**src/rtl/water_dispense_sequencer.sv**
```systemverilog
// rtl/water_dispense_sequencer.sv - debounced dispense front-end and valve-feedback dose meter
module water_dispense_sequencer #(
    parameter int DEBOUNCE = 4,
    parameter int DOSE     = 100,
    parameter int TIMEOUT  = 8,
    parameter int CNT_W    = 8
) (
    input  logic             clk,
    input  logic             rst_n,
    input  logic             button_raw,
    input  logic             cup_raw,
    input  logic             z,
    output logic             x,
    output logic             y,
    output logic             busy,
    output logic             done,
    output logic             fault,
    output logic [CNT_W-1:0] dose_count
);

    localparam int DB_W   = $clog2(DEBOUNCE + 1);
    localparam int WAIT_W = $clog2(TIMEOUT + 1);

    typedef enum logic [2:0] {
        S_IDLE,
        S_REQ,
        S_DISPENSE,
        S_DONE,
        S_HOLD,
        S_FAULT
    } state_t;

    state_t state, state_nxt;

    logic [1:0]        btn_sync, cup_sync;
    logic [DB_W-1:0]   btn_cnt, cup_cnt, btn_cnt_nxt, cup_cnt_nxt;
    logic              btn_deb, cup_deb, btn_deb_nxt, cup_deb_nxt;
    logic              btn_rise;
    logic [WAIT_W-1:0] wait_cnt, wait_nxt;
    logic [CNT_W-1:0]  dose_nxt;

    // Two-flop synchronisers for the asynchronous panel inputs.
    always_ff @(posedge clk or negedge rst_n) begin
        if (!rst_n) begin
            btn_sync <= 2'b00;
            cup_sync <= 2'b00;
        end else begin
            btn_sync <= {btn_sync[0], button_raw};
            cup_sync <= {cup_sync[0], cup_raw};
        end
    end

    // Debounce: flip the filtered value after DEBOUNCE consecutive disagreeing cycles.
    always_comb begin
        btn_cnt_nxt = '0;
        btn_deb_nxt = btn_deb;
        cup_cnt_nxt = '0;
        cup_deb_nxt = cup_deb;
        if (btn_sync[1] != btn_deb) begin
            if (btn_cnt == DB_W'(DEBOUNCE - 1)) begin
                btn_deb_nxt = ~btn_deb;
            end else begin
                btn_cnt_nxt = btn_cnt + DB_W'(1);
            end
        end
        if (cup_sync[1] != cup_deb) begin
            if (cup_cnt == DB_W'(DEBOUNCE - 1)) begin
                cup_deb_nxt = ~cup_deb;
            end else begin
                cup_cnt_nxt = cup_cnt + DB_W'(1);
            end
        end
    end

    // Debounce state registers.
    always_ff @(posedge clk or negedge rst_n) begin
        if (!rst_n) begin
            btn_cnt <= '0;
            cup_cnt <= '0;
            btn_deb <= 1'b0;
            cup_deb <= 1'b0;
        end else begin
            btn_cnt <= btn_cnt_nxt;
            cup_cnt <= cup_cnt_nxt;
            btn_deb <= btn_deb_nxt;
            cup_deb <= cup_deb_nxt;
        end
    end

    // The FSM acts on the debounced values as they update, so x follows the
    // debounced press in the same cycle rather than one cycle later.
    assign btn_rise = btn_deb_nxt & ~btn_deb;

    // Next-state, dose metering and request wait counting.
    always_comb begin
        state_nxt = state;
        dose_nxt  = dose_count;
        wait_nxt  = wait_cnt;
        case (state)
            S_IDLE: begin
                if (btn_rise && cup_deb_nxt) begin
                    state_nxt = S_REQ;
                    dose_nxt  = '0;
                    wait_nxt  = '0;
                end
            end
            S_REQ: begin
                wait_nxt = wait_cnt + WAIT_W'(1);
                if (!cup_deb_nxt) begin
                    state_nxt = S_IDLE;
                end else if (z) begin
                    dose_nxt  = CNT_W'(1);
                    state_nxt = (DOSE == 1) ? S_DONE : S_DISPENSE;
                end else if (wait_nxt == WAIT_W'(TIMEOUT)) begin
                    state_nxt = S_FAULT;
                end
            end
            S_DISPENSE: begin
                if (!cup_deb_nxt) begin
                    state_nxt = S_IDLE;
                end else if (!z) begin
                    state_nxt = S_FAULT;
                end else begin
                    dose_nxt = dose_count + CNT_W'(1);
                    if (dose_nxt == CNT_W'(DOSE)) begin
                        state_nxt = S_DONE;
                    end
                end
            end
            S_DONE: begin
                state_nxt = S_HOLD;
            end
            S_HOLD: begin
                if (!btn_deb_nxt) begin
                    state_nxt = S_IDLE;
                end
            end
            S_FAULT: begin
                if (!btn_deb_nxt && !cup_deb_nxt) begin
                    state_nxt = S_IDLE;
                end
            end
            default: begin
                state_nxt = S_IDLE;
            end
        endcase
    end

    // State register and registered outputs decoded from the next state.
    always_ff @(posedge clk or negedge rst_n) begin
        if (!rst_n) begin
            state      <= S_IDLE;
            dose_count <= '0;
            wait_cnt   <= '0;
            x          <= 1'b0;
            y          <= 1'b0;
            busy       <= 1'b0;
            done       <= 1'b0;
            fault      <= 1'b0;
        end else begin
            state      <= state_nxt;
            dose_count <= dose_nxt;
            wait_cnt   <= wait_nxt;
            x          <= (state_nxt == S_REQ) || (state_nxt == S_DISPENSE);
            y          <= cup_deb_nxt;
            busy       <= (state_nxt == S_REQ) || (state_nxt == S_DISPENSE);
            done       <= (state_nxt == S_DONE);
            fault      <= (state_nxt == S_FAULT);
        end
    end

endmodule

```
**config.mk**
```make
export PLATFORM = sky130hd
export DESIGN_NAME = water_dispense_sequencer
export DESIGN_NICKNAME = d
export VERILOG_FILES = /design/src/rtl/water_dispense_sequencer.sv
export SDC_FILE = /design/constraint.sdc
export NUM_CORES = 1
export LEC_CHECK = 0
export CAP_MARGIN = 20
export CORE_ASPECT_RATIO = 0.9
export CORE_UTILIZATION = 45
export DETAILED_ROUTE_END_ITERATION = 12
export HOLD_SLACK_MARGIN = 0.12
export PLACE_DENSITY = 0.76
export SLEW_MARGIN = 30
export SYNTH_ARGS = -nofsm -noshare
export SYNTH_HDL_FRONTEND = slang
export SYNTH_SLANG_ARGS = --single-unit
```
**constraint.sdc**
```tcl
create_clock -name clk -period 5.4 [get_ports clk]
set_input_delay 1.08 -clock clk [delete_from_list [all_inputs] [get_ports clk]]
set_output_delay 1.08 -clock clk [all_outputs]
set_load 0.1 [all_outputs]
```
==> results of run 1 <==
-- kinds of logic (layout without fill, tap and decap cells) --
family	after synthesis	in the layout
xor+xnor	5	5
mux	3	3
fa+ha+maj	4	4
simple gates	57	57
flops	30	30
buf+inv	8	28
compound gates	32	32
-- worst max path at each step --
stage                        startpoint             to  slack [ps]  cells past startpoint
after floorplan                    busy              x        3000                      1
after global placement                z  dose_count[6]        2670                      5
after detailed placement              z  dose_count[6]        2620                      5
after CTS                 dose_count[3]  dose_count[3]        2360                      1
after global routing      dose_count[3]  dose_count[3]        2310                      1
final                     dose_count[5]  dose_count[5]        2380                      1
-- layout by cell type (no fill, tap or decap), drive strengths merged, types with 4 or more instances in the layout --
| cell | instances |
|---|---|
| and3 | 4 |
| clkbuf | 7 |
| clkdlybuf4s50 | 17 |
| dfrtp | 30 |
| ha | 4 |
| nand2 | 11 |
| nand2b | 8 |
| nand3 | 4 |
| nor2 | 12 |
| nor2b | 4 |
| nor3b | 4 |
| o21ai | 16 |
-- where the power goes --
group / switching (W) / total [W] / leakage (nW) / internal [W]
registers: 0.0000587 / 0.000339 / 0.378 / 0.000280
logic: 0.000317 / 0.000430 / 0.337 / 0.000112
clock network: 0.0000703 / 0.000119 / 0.0254 / 0.0000490
total: 0.000446 / 0.000887 / 0.740 / 0.000441
-- per-layer routing --
metal  part of all wire [%]  routed length (um)  track usage (%)  up-vias
li1                       -                   -                -      533
met1                     47                1211            23.44      516
met2                     47                1201            26.27       25
met3                    4.3                 111            7.907        6
met4                    2.1                  55            7.302        0
met5                      0                   0                0        -
-- metrics by stage --
stage          instance area (sq um)  cells  setup WS [ps]
2_1_floorplan                   1448    139           2996
3_3_place_gp                    1637    194           2675
3_5_place_dp                    1637    194           2622
4_1_cts                         1682    201           2365
5_1_grt                         1682    201           2311
6_report                        1682    201           2379
-- synth_stat cells, drive strengths merged, types with 2 or more instances --
master / count
mux2i: 2
nand2: 11
nand3: 4
o21ai: 16
nor4: 2
nand2b: 8
dfrtp: 30
nor2b: 4
ha: 4
and3: 4
xor2: 2
a21oi: 3
nor3: 3
o31ai: 3
buf: 4
nor3b: 4
xnor2: 3
nor2: 12
inv: 3
a31oi: 2
-- flip-flops by register name (all words and copies together) (netlist names) --
register / flops
dose_count: 8
wait_cnt: 4
btn_cnt: 3
cup_cnt: 3
state: 3
btn_sync: 2
cup_sync: 2
btn_deb: 1
busy: 1
done: 1
fault: 1
y: 1
-- layout make-up --
class | instances | area [sq um] | area share [%]
inverter | 3 | 11.26 | 0.6696
tap | 42 | 52.55 | 3.125
multi-input combinational | 101 | 644.4 | 38.32
timing repair buffer | 18 | 177.7 | 10.57
sequential | 30 | 750.7 | 44.64
clock buffer | 7 | 45.04 | 2.679
==> metrics.txt, run 1 <==
Seq/Total Area, Yosys 51.86%; # hold bufs at CTS 0; DR vias 1080; setup bufs post-CTS 0; clk sinks 30; layout cells sized above 1 6.289%; element type at the critical path end output pin; maximum clock rate 0.3311 GHz; Detailed Route Iter0 Violations 27; I/O pins 18; worst-case clock buffer depth 2; initial antenna violation count 0; Final Critical Period 3021 ps; crit-path max cell delay 1170 ps; first-pass GRT wire length 4464 um; post-route ant nets 0; R2R setup slack 3460 ps; Power, Total 0.0008873 W; number of synthesized flops with an enable pin 0; number of synthesized register bits 30; area growth from synthesis to layout 16.16%; status completed; Buf/Inv on CP 1; fin crit share 55.94%; grt ovf 0; Routed WL 2579 um; startpoint types flip-flop; RSZ-0062 raised after global routing false; Unique masters post-synth 36; root buffer cell clkbuf_4; die height between 50 and 60 um; Layout Skew 8.668 ps; n_diodes 0; Worst R2R End dose_count[6]; full die area 3448 sq um; dpl hpwl 1872 um; site row count 19; final hold vios 0; Post-synth ARST share 100.0%; Synth Area in Compound Gates 14.95%; Die W 61.79 um; Post-synth top flop dfrtp_1; H-tree lvl count 2; peak supply drop 0.4409 mV; Post-Synth XOR/XNOR Area 3.025%; initial core utilization 47.21%; crit path max fanout 7; Resize count post-CTS 0; setup violators final 0; CP max stage cell clkdlybuf4s50_1; synthesized area 1448 sq um; Post-Synth Simple-Gate Area 20.92%; Synth Warn # 0; top cell type's share of synthesized area 51.86%; clock latency on the worst-skew pair 330 ps; DRC viols 0; Detailed Routing Iterations Pass 1 4; Post-Route Utilization 54.83%; post-route setup TNS 0 ps; syn_area_per_cell 10.41 sq um; vias in the first global route about 1000; Avg WL per Cell 12.83 um; fin. max-slew vios 0; Port Buffers 17; Worst EP required 4320 ps; gr usage total 18.11%; Min-Delay Path Class reg -> reg; WP data arrival 1940 ps; post-synth top area cell dfrtp_1; Hold Slack 356.4 ps; CTS tree built; combinational family with the most area after synthesis simple AND/OR/NAND/NOR gates; Syn Nets 148; worst flop-to-flop path startpoint btn_cnt[0]; critical path's top delay family buffers and inverters; Crit Path Class reg -> out; largest net degree at the start of global routing 31; WHS Path Cells 0; fin nets 168; Leak 0.7404 nW; Slew HR 35.34%; final weighted congestion in routability-driven placement 0.8607; reg2reg path depth 6; largest cells by area after synthesis dfrtp_1 52%, o21ai_0 5.5%, ha_1 3.5%, nand2b_1 3.5%, nor2_1 3.1%; post-synthesis mux area share 2.161%; core region area 3067 sq um; Fill cells 263; Vias per Instance 5.373; hold path startpoint cup_sync[0]; Cell Pwr Density between 500 and 600 nW/um^2; Num CTS Buffers 5; clk slew on worst S/H paths approximately 80 ps; Mapped Cells 139; # Max-Cap Violations 0; crit-path cells clkdlybuf4s50_1; hold endpoint cup_sync[1]; synthesized-area fraction occupied by adder cells under 10%; worst slew pin tran 966.9 ps
(Power assumes the default switching activity.)
==> run 2: changes to the inputs <==
Settings changed: PLACE_DENSITY 0.76 to 0.78.
Clock period 5.4 ns to 2.7 ns, I/O delays scaled along.
==> run 2 against run 1 <==
  * Die area stayed put
  * Critical path depth rose by 5
  * Final cell count unchanged
  * Clock-buffer cell count decreased by 2
  * Clock skew is essentially flat
  * Register-to-register slack got worse by 2700 ps
  * Hold slack worse by 3.8 ps
  * Sequential cell count unchanged
  * Combinational power increased by 94%
  * Clock power increased by 98%
  * Largest cell class unchanged
  * Largest power group unchanged
==> metrics.txt, run 2 (synthesized netlist as in run 1, its figures left out) <==
status completed (unchanged); clk sinks 30 (unchanged); clock power share 13.4% (about the same); core region area 3067 sq um (unchanged); final hold vios 0 (unchanged); setup bufs post-CTS 0 (unchanged); WP data arrival 2190 ps (was 1940 ps); post-route setup TNS 0 ps (unchanged); Comb pwr share 47.4% (was 48.4%); n_diodes 0 (unchanged); post-route ant nets 0 (unchanged); vias in the first global route 998 (was 1042); dpl hpwl 1900 um (was 1872 um); area growth from synthesis to layout 14.09% (was 16.16%); root buffer cell clkbuf_4 (unchanged); Power, Total 0.001762 W (was 0.0008873 W); grt ovf 0 (unchanged); # Max-Cap Violations 0 (unchanged); worst-case clock buffer depth 2 (unchanged); most frequent cells in the layout 30 x dfrtp_1, 16 x o21ai_0, 14 x buf_4 (was 30 x dfrtp_1, 17 x clkdlybuf4s50_1, 16 x o21ai_0); most flop-heavy register dose_count (unchanged); Setup WS post-layout 751.5 ps (was 2379 ps); final weighted congestion in routability-driven placement 0.8081 (was 0.8607); Final Critical Period 1949 ps; worst flop-to-flop path startpoint btn_cnt[0] (unchanged); maximum clock rate a little over 0.5 GHz; number of flip-flops in the largest register 8 (unchanged); RSZ-0062 raised after global routing false (unchanged); first-pass GRT wire length 4402 um (was 4464 um); Routed WL 2630 um (was 2579 um); CP Launch Point btn_cnt[0] (was dose_count[5]); worst slew pin tran 401.9 ps (was 966.9 ps); clock latency on the worst-skew pair 330 ps (about the same); Largest regs dose_count x8, wait_cnt x4 (unchanged); Detailed Route Iter0 Violations 27 (unchanged); I/O pins 18 (unchanged); Cell Pwr Density 1067 nW/um^2 (was 527.7 nW/um^2); Layout Skew 8.579 ps (was 8.668 ps); DR vias 1086 (was 1080); Min-Delay Path Class reg -> reg (unchanged); crit path max fanout 10 (was 7); largest net degree at the start of global routing 31 (unchanged); Num CTS Buffers 5 (unchanged); Switch Pwr 0.0009079 W (was 0.0004464 W); initial antenna violation count 0 (unchanged); site row count 19 (unchanged); hold path startpoint cup_sync[0] (unchanged); setup violators final 0 (unchanged); WHS Path Cells 0 (unchanged); Worst R2R End dose_count[6] (unchanged); leading cell type in the layout, fill and taps excluded dfrtp_1 (unchanged); H-tree lvl count 2 (unchanged); fin crit share 72.17%; Resize count post-CTS 0 (unchanged); element type at the critical path end flip-flop (was output pin); Leak 0.7605 nW (was 0.7404 nW); CTS tree built (unchanged); Setup WS pre-CTS 476.3 ps (was 2622 ps); startpoint types flip-flop (unchanged); Port Buffers 17 (unchanged); switching portion of total power 51.51% (was 50.30%); Crit Path Class reg -> reg (was reg -> out); Worst EP required 2940 ps (was 4320 ps); initial core utilization 47.21% (unchanged); clk slew on worst S/H paths 80 ps (about the same); DRC viols 0 (unchanged); fin. max-slew vios 0 (unchanged); reg2reg path depth 6 (unchanged); Slew HR 73.00% (was 35.34%); peak supply drop 1.100 mV (was 0.4409 mV); sequential fraction of design power 39.2% (was 38.2%); die height 55.81 um (unchanged); gr usage total 17.89% (was 18.11%); fin nets 168 (unchanged); Detailed Routing Iterations Pass 1 4 (unchanged); cell-internal power 0.0008545 W (was 0.0004410 W); # hold bufs at CTS 0 (unchanged); R2R setup slack 750 ps (was 3460 ps); Avg WL per Cell 13.08 um (was 12.83 um); full die area 3448 sq um (unchanged); hold endpoint cup_sync[1] (unchanged); Die W 61.79 um (unchanged); Hold Slack 352.7 ps (was 356.4 ps); Vias per Instance 5.403 (was 5.373); Post-Route Utilization 53.86% (was 54.83%); layout cells sized above 1 15.72% (was 6.289%)
==> run 2: worst max path at each step <==
stage	endpoint	slack (ps)	depth (start not counted)
3_3_place_gp	dose_count[6]	520	5
2_1_floorplan	dose_count[6]	510	6
3_5_place_dp	dose_count[6]	480	5
4_1_cts	dose_count[6]	760	6
5_1_grt	dose_count[4]	600	6
6_report	dose_count[6]	750	6
==> run 2: critical path, stage by stage, from the launching register on <==
cell	delay, ps
dfrtp_1	360
ha_1	180
and4bb_1	270
nand2_1	70
a211o_1	410
or2_1	350
o31ai_2	230
==> run 2: through the flow <==
step           instances  area, sq um
4_1_cts              201         1652
3_3_place_gp         194         1604
3_5_place_dp         194         1604
5_1_grt              201         1652
2_1_floorplan        139         1448
6_report             201         1652
==> run 2: power groups by stage <==
stage	logic, W	clock network [W]	registers (W)
2_1_floorplan	0.000217	0	0.00112
3_3_place_gp	0.000822	0	0.000684
3_5_place_dp	0.000842	0	0.000697
4_1_cts	0.000842	0.000249	0.000692
5_1_grt	0.000876	0.000275	0.000714
6_report	0.000835	0.000236	0.000692
==> run 2: metal layers <==
layer / GRT usage, % / part of all wire, %
met1: 21.68 / 47
met2: 26.88 / 47
met3: 7.674 / 4.5
met4: 8.571 / 2.0
met5: 0 / 0
==> run 2: layout make-up <==
type                    count  area [sq um]
well taps                  42         52.55
repair buffers             18         145.1
multi-input cells         101         644.4
flip-flops and latches     30         750.7
fillers                   275          1415
clock buffers               5         37.54
clock inverters             2         10.01
inverters                   3         11.26
==> run 3: changes to the inputs <==
Settings changed: PLACE_DENSITY 0.78 to 0.76.
Clock period 2.7 ns to 2 ns, I/O delays scaled along.
==> run 3 against run 2 <==
  * Cell area is 4.8% higher
  * Clock power is 63% higher
  * Non-clock buffer count is 3 higher
  * Fmax is 4.5% higher
  * Worst setup slack worse by 620 ps
  * Utilization is 2.6 points higher
  * Clock skew hardly changed
  * Clock-buffer cell count is 1 higher
  * Sequential power is 37% higher
  * Combinational power is 45% higher
  * Critical endpoint unchanged
  * Via count is 1.9% higher
==> metrics.txt, run 3 (synthesized netlist as in run 1, its figures left out) <==
fin area 1732 sq um (was 1652 sq um); met3 wire length 116 um (was 119 um); Routed WL 2834 um (was 2630 um); Setup WS post-layout 134.6 ps (was 751.5 ps); Die W 61.79 um (unchanged); CP max stage cell dfrtp_1 (was a211o_1); most flop-heavy register dose_count (unchanged); setup bufs post-CTS 0 (unchanged); Port Buffers 17 (unchanged); core region area 3067 sq um (unchanged); WP depth 6 (unchanged); clk slew on worst S/H paths 100 ps (was 80 ps); number of flip-flops in the largest register 8 (unchanged); WP data arrival 2100 ps (was 2190 ps); critical path's top delay family simple AND/OR/NAND/NOR gates (unchanged); final hold vios 0 (unchanged); Worst EP required 2230 ps (was 2940 ps); status completed (unchanged); Worst R2R End dose_count[6] (unchanged); max layer used met4 (unchanged); WHS Path Cells 0 (unchanged); n_diodes 0 (unchanged); peak supply drop 1.109 mV (was 1.100 mV); post-route setup TNS 0 ps (unchanged); worst slew pin tran 461.5 ps (was 401.9 ps); startpoint types flip-flop (unchanged); CTS tree built (unchanged); met1 WL 1348 um (was 1231 um); Cell Pwr Density 1467 nW/um^2 (was 1067 nW/um^2); clock latency on the worst-skew pair 330 ps (about the same); fin. max-slew vios 0 (unchanged); Layout Skew 8.444 ps (was 8.579 ps); crit-path cells ha_1 > and4bb_1 > nand2_1 > a211o_1 > or2_1 > o31ai_2 (unchanged); initial core utilization 47.21% (unchanged); worst flop-to-flop path startpoint btn_cnt[0] (unchanged); setup violators final 0 (unchanged); element type at the critical path end flip-flop (unchanged); reg2reg path depth 6 (unchanged); full die area 3448 sq um (unchanged); crit-path max cell delay 370 ps (was 410 ps); RSZ-0062 raised after global routing false (unchanged); fin crit share 93.27% (was 72.17%); gr usage total 19.18% (was 17.89%); Vias per Instance 5.400 (was 5.403); grt ovf 0 (unchanged); vias in the first global route 1147 (was 998); leading cell type in the layout, fill and taps excluded dfrtp_1 (unchanged); layout cells sized above 1 22.09% (was 15.72%); R2R setup slack 130 ps (was 750 ps); Detailed Route Iter0 Violations 40 (was 27); worst-case clock buffer depth 2 (unchanged); largest net degree at the start of global routing 31 (unchanged); area growth from synthesis to layout 19.62% (was 14.09%); CP endpoint dose_count[6] (unchanged); met2 WL 1328 um (was 1225 um); fin nets 171 (was 168); post-route ant nets 0 (unchanged); initial antenna violation count 0 (unchanged); Fill cells 269 (was 275); crit path max fanout 6 (was 10); Power, Total 0.002540 W (was 0.001762 W); Setup WS pre-CTS 37.32 ps (was 476.3 ps); Largest regs dose_count x8, wait_cnt x4 (unchanged); DR vias 1107 (was 1086); Crit Path Class reg -> reg (unchanged); first-pass GRT wire length 4912 um (was 4402 um); root buffer cell clkbuf_4 (unchanged); Slew HR 69.00% (was 73.00%); I/O pins 18 (unchanged); Buf/Inv on CP 0 (unchanged); Final Critical Period 1865 ps (was 1949 ps); Leak 0.7818 nW (was 0.7605 nW); Min-Delay Path Class reg -> reg (unchanged); Avg WL per Cell 13.82 um (was 13.08 um); clk sinks 30 (unchanged); CP Launch Point btn_cnt[0] (unchanged); most frequent cells in the layout 26 x dfrtp_1, 16 x o21ai_0, 15 x buf_4 (was 30 x dfrtp_1, 16 x o21ai_0, 14 x buf_4); Detailed Routing Iterations Pass 1 4 (unchanged); # Max-Cap Violations 0 (unchanged); H-tree lvl count 2 (unchanged); dpl hpwl 1990 um (was 1900 um); site row count 19 (unchanged); maximum clock rate 0.5361 GHz (was 0.5132 GHz); Num CTS Buffers 5 (unchanged); die height 55.81 um (unchanged); final weighted congestion in routability-driven placement 0.8590 (was 0.8081); DRC viols 0 (unchanged); placed cell areas 1657 sq um (was 1604 sq um)
run 3: worst min path at each step:
| stage | start | endpoint | slack [ps] |
|---|---|---|---|
| floorplan | rst_n | btn_cnt[0] | 100 |
| global placement | btn_sync[0] | btn_sync[1] | 330 |
| detailed placement | cup_sync[0] | cup_sync[1] | 340 |
| CTS | cup_sync[0] | cup_sync[1] | 350 |
| global route | cup_sync[0] | cup_sync[1] | 370 |
| finish | cup_sync[0] | cup_sync[1] | 340 |
run 3: area by class of cell:
| cell class | instances | area, sq um | share of cell area (%) |
|---|---|---|---|
| well taps | 42 | 52.55 | 3.035 |
| flip-flops and latches | 30 | 755.7 | 43.64 |
| inverters | 3 | 11.26 | 0.6503 |
| repair buffers | 21 | 192.7 | 11.13 |
| clock inverters | 2 | 12.51 | 0.7225 |
| clock buffers | 6 | 51.30 | 2.962 |
| multi-input cells | 101 | 655.6 | 37.86 |
run 3: where the power goes:
part	switching (W)	internal, W
sequential	0.000189	0.000762
combinational	0.000868	0.000338
clock	0.000215	0.000169
total	0.00127	0.00127
run 3: repair_timing:
action                                 4_1_cts  5_1_grt
setup endpoints to repair                    0        4
gates resized for setup                      0        3
hold buffers                                 0        0
endpoints found under the hold margin        0        0
run 3: metal layers:
metal	track usage, %	up-vias
met3	5.349	5
met2	30.11	29
li1	-	535
met4	7.302	0
met5	0	-
met1	24.70	538
run 3: metrics by stage:
step	hold slack [ps]	utilization, %	std cells
6_report	344.3	56.47	205
5_1_grt	371.8	56.47	205
4_1_cts	353.0	56.10	205
3_5_place_dp	336.5	54.02	197
3_3_place_gp	332.8	54.02	197
2_1_floorplan	104.4	-	139
